$ cat config.mk
export PLATFORM = sky130hd
export DESIGN_NAME = ttl_cengen_sync
export DESIGN_NICKNAME = d
export VERILOG_FILES = /design/src/rtl/ttl_cengen_sync.sv
export SDC_FILE = /design/constraint.sdc
export NUM_CORES = 1
export LEC_CHECK = 0
export ABC_AREA = 1
export CORE_MARGIN = 2
export CORE_UTILIZATION = 60
export CTS_BUF_LIST = sky130_fd_sc_hd__clkbuf_16
export DETAILED_ROUTE_END_ITERATION = 8
export PLACE_DENSITY = 0.81
export SYNTH_ARGS = -nofsm -noshare
export SYNTH_HDL_FRONTEND = slang
export SYNTH_SLANG_ARGS = --single-unit
$ cat constraint.sdc
create_clock -name Clk -period 2.9 [get_ports Clk]
set_clock_uncertainty 0.1 [all_clocks]
set_input_delay 0.58 -clock Clk [delete_from_list [all_inputs] [get_ports Clk]]
set_output_delay 0.58 -clock Clk [all_outputs]
set_load 0.05 [all_outputs]
$ cat src/rtl/ttl_cengen_sync.sv
// ttl_cengen_sync
// ---------------------------------------------------------------------------
// Source side of the Cen edge-detect protocol used by the synchronous TTL
// models. A fractional NUM/DEN accumulator decides on which Clk edges the
// registered pseudo-clock level Cen_out toggles, so Cen_out toggles at
// Clk*NUM/DEN. Downstream sync flops sample Cen_out every Clk and act on its
// 0->1 transition. Rise/Fall strobes and a half-rate clock Div2_out are
// registered on the same edge as Cen_out.
//
// Parameters
//   W   : accumulator width (DEN must be < 2^(W-1))
//   NUM : increment per Clk (1 <= NUM <= DEN)
//   DEN : accumulator modulus
//
// Ports
//   Clk      in  master clock, rising edge
//   Rst_n    in  asynchronous active-low reset
//   Run      in  1 = generate, 0 = stop with Cen_out parked low
//   Sync     in  phase realign (clears phase and Div2_out), overrides Run
//   Cen_out  out pseudo-clock level
//   Rise     out one-cycle strobe in the first cycle Cen_out reads 1
//   Fall     out one-cycle strobe in the first cycle Cen_out reads 0
//   Div2_out out toggles on every Cen_out rise
//
// Control priority on each Clk edge: Sync, then Run=0, then accumulate.
// All outputs are flops; there is no combinational input-to-output path.
// ---------------------------------------------------------------------------
module ttl_cengen_sync #(
  parameter int W   = 16,
  parameter int NUM = 1,
  parameter int DEN = 4
) (
  input  logic Clk,
  input  logic Rst_n,
  input  logic Run,
  input  logic Sync,
  output logic Cen_out,
  output logic Rise,
  output logic Fall,
  output logic Div2_out
);

  localparam logic [W:0] NUM_X = (W+1)'(NUM);
  localparam logic [W:0] DEN_X = (W+1)'(DEN);

  logic [W-1:0] acc;
  logic [W:0]   sum;       // one bit wider so acc + NUM can never wrap
  logic         toggle;
  logic [W-1:0] acc_next;

  always_comb begin
    sum      = {1'b0, acc} + NUM_X;
    toggle   = (sum >= DEN_X);
    // When not toggling, sum < DEN < 2^(W-1), so dropping the top bit is safe.
    acc_next = toggle ? W'(sum - DEN_X) : sum[W-1:0];
  end

  always_ff @(posedge Clk or negedge Rst_n) begin
    if (!Rst_n) begin
      acc      <= '0;
      Cen_out  <= 1'b0;
      Rise     <= 1'b0;
      Fall     <= 1'b0;
      Div2_out <= 1'b0;
    end else if (Sync) begin
      // Realign: behaves like a fresh start, but still reports the falling
      // level if Cen_out was high so downstream logic sees a clean Fall.
      acc      <= '0;
      Cen_out  <= 1'b0;
      Rise     <= 1'b0;
      Fall     <= Cen_out;
      Div2_out <= 1'b0;
    end else if (!Run) begin
      // Stopped: park low, keep Div2_out phase across the stop.
      acc      <= '0;
      Cen_out  <= 1'b0;
      Rise     <= 1'b0;
      Fall     <= Cen_out;
    end else if (toggle) begin
      acc      <= acc_next;
      Cen_out  <= ~Cen_out;
      Rise     <= ~Cen_out;
      Fall     <= Cen_out;
      if (!Cen_out) begin
        Div2_out <= ~Div2_out;   // new level is 1: this edge is a rise
      end
    end else begin
      acc      <= acc_next;
      Rise     <= 1'b0;
      Fall     <= 1'b0;
    end
  end

endmodule

==> metrics, run 1 <==
status finished clean; clock-pin slew on the worst setup and hold paths approximately 60 ps; static leakage 0.0008940 uW; total wire length around 3.7 mm; wire length per cell around 13 um; Cell variety after synth 28; postcts setup bufs 0; Max clock buf depth 2; WS Path Type flip-flop to flip-flop; Final Setup Violations 0; Seq/Total Area, Yosys 31.08%; Seq cells post-synth 20; fin util roughly 72%; met3 Use GR under 10%; row cnt 18; starting DRC count in detailed routing 72; vias in the first global route 1,394; largest net degree at the start of global routing 21; Worst Tran Pin Value 491.8 ps; count of hold buffers inserted by post-cts repair 0; core box area 2500 um2; Final period util around 89%; GRT Total Usage 26.08%; RD Place Congestion 0.8849; CP Data Required Time 2950 ps; Max Cap Viol 0; Worst Path Max Fanout 18; fmax 387.9 MHz; worst vdd ir 1.069 mV; setup TNS 0 ps; Post-synth EDFFs 0; die footprint 3114 um2; Initial Util 64.41%; synthesized cell area between 1500 and 2000 um2; most used routing layer met2; DP Wirelength between 2 and 3 mm; Fin. Hold Viols 0; syn nets 252; remaining global-route overflow 0; IO Count 8; nets roughly 260; Syn. warnings 0; Worst Hold Class flip-flop to flip-flop; most frequent cells in the layout 71 x nand2_1, 37 x nor2_1, 32 x inv_1; clk root buf clkbuf_16; CTS H-tree depth 1; fin. max-slew vios 0; clock sinks 20; critical path arrival 2630 ps; fin crit period 2578 ps; most common cell after layout, fill and taps aside nand2_1; CTS tree done; met2 global-route usage 39.46%; Area Growth Syn to Fin 12.43%; PwrDens 1250 nW/um2; cts bufs inserted 3; Worst R2R Setup Slack 320 ps; Detail Route Antenna Nets 0; worst-skew pair later-pin latency 260 ps; mean post-synth cell area between 6 and 7 um2; CP Launch Type flip-flop; drt pass-1 iters 4; Die Y 55.81 um; cts repair resizes 0; port buffer count 7; Gate Count Post-Synth 245; crit path capture type flip-flop; share of layout cells above drive strength 1 16.02%; most common flop cell mapped by yosys dfrtp_1; initial antenna violation count 0; global-route wire length before repair 6.403 mm; Rel. slew slack 67.11%; GR Util met1 39.11%; number of diodes 0; Async SR Flop Fraction 100.0%; post-DR vias/cell approximately 5.3; drc violations 0; Horiz. Die Dim between 50 and 60 um; via count 1,519; RSZ-0062 raised after global routing no
-- report_power, final --
| group | total, uW | internal, uW | switching [uW] |
|---|---|---|---|
| registers | 503 | 383 | 120 |
| logic | 1380 | 442 | 933 |
| clock network | 385 | 274 | 111 |
| total | 2260 | 1100 | 1160 |
-- final cells by class --
class,count,area (um2)
Multi-Input combinational cell,188,950.9
Fill cell,203,689.4
Sequential cell,20,500.5
Inverter,35,131.4
Timing Repair Buffer,9,85.08
Clock buffer,3,75.07
Tap cell,30,37.54
Clock inverter,1,30.03
-- per-layer routing --
metal  wire (um)  up-vias  share of wire, %
met5           0        -                 0
met4          61        0               1.6
met3         255        9               6.9
met2        1706       49                46
met1        1686      676                45
li1            -      785                 -
-- registers in the layout, summed over array words and instances, names as in the netlist --
signal	cells
Div2_out	1
Rise	1
acc	16
Fall	1
Cen_out	1
-- cell usage after synthesis (2+ instances only) --
library cell	instances	area, um2
inv_2	2	7.510
nand3_2	4	40.04
nor2_2	8	50.05
a21oi_1	4	20.02
nor3_1	2	10.01
ha_1	3	37.54
o21ai_0	5	25.02
nand3_1	20	100.1
a21oi_2	3	26.28
nand2_2	11	68.82
inv_1	32	120.1
nor2_1	37	138.9
nor2_4	4	45.04
nand2_1	71	266.5
nand4_1	5	31.28
o21bai_1	3	22.52
dfrtp_1	20	500.5
-- cells by family after synthesis --
| logic type | Yosys count | synth area share (%) |
|---|---|---|
| XOR/XNOR | 2 | 1.088 |
| buffers and inverters | 37 | 9.868 |
| AND/OR/NAND/NOR | 166 | 48.80 |
| flip-flops | 20 | 31.08 |
| adder cells (fa/ha/maj) | 3 | 2.331 |
| AO/OA/AOI/OAI | 17 | 6.838 |
-- worst paths after layout --
kind / end / cells past startpoint / from
setup / recovery: acc[10] / 16 / acc[0]
hold / removal: Fall / 2 / Cen_out
setup reg to reg: acc[10] / 16 / acc[0]
hold reg to reg: Fall / 2 / Cen_out
max in group asynchronous: acc[6] / 2 / Rst_n
min in group asynchronous: Rise / 2 / Rst_n
-- worst max-delay path, stage by stage, from the launching register on --
cell     delay [ps]
dfrtp_1         460
ha_1            330
nand2_2         100
nor2_4          140
nand2_2          60
nand2_2         110
inv_2            70
nor2_2          150
nand3_1         120
nor2_1          120
nand2_1         130
nor2_4          130
nand2_4         160
nand2_1         130
nand2_1          60
nand2_1          50
nor2_1           40
-- stage by stage --
| step | setup slack, ps | hold WS, ps | instances | power [uW] | cell area (um2) |
|---|---|---|---|---|---|
| after global routing | 87.22 | 496.2 | 286 | 2446 | 1810 |
| after floorplan | 677.8 | 184.4 | 245 | 1639 | 1610 |
| after global placement | 434.6 | 432.4 | 282 | 1811 | 1705 |
| after CTS | 351.4 | 451.9 | 286 | 2243 | 1810 |
| final | 321.7 | 458.3 | 286 | 2263 | 1810 |
| after detailed placement | 374.5 | 435.5 | 282 | 1842 | 1705 |
No activity file was read; power rests on OpenSTA's default activity.
==> run 2, diff against run 1 <==
- SLEW_MARGIN: unset -> 20
==> results of run 2 <==
No change in the layout: final DEF, timing and power equal those of run 1.
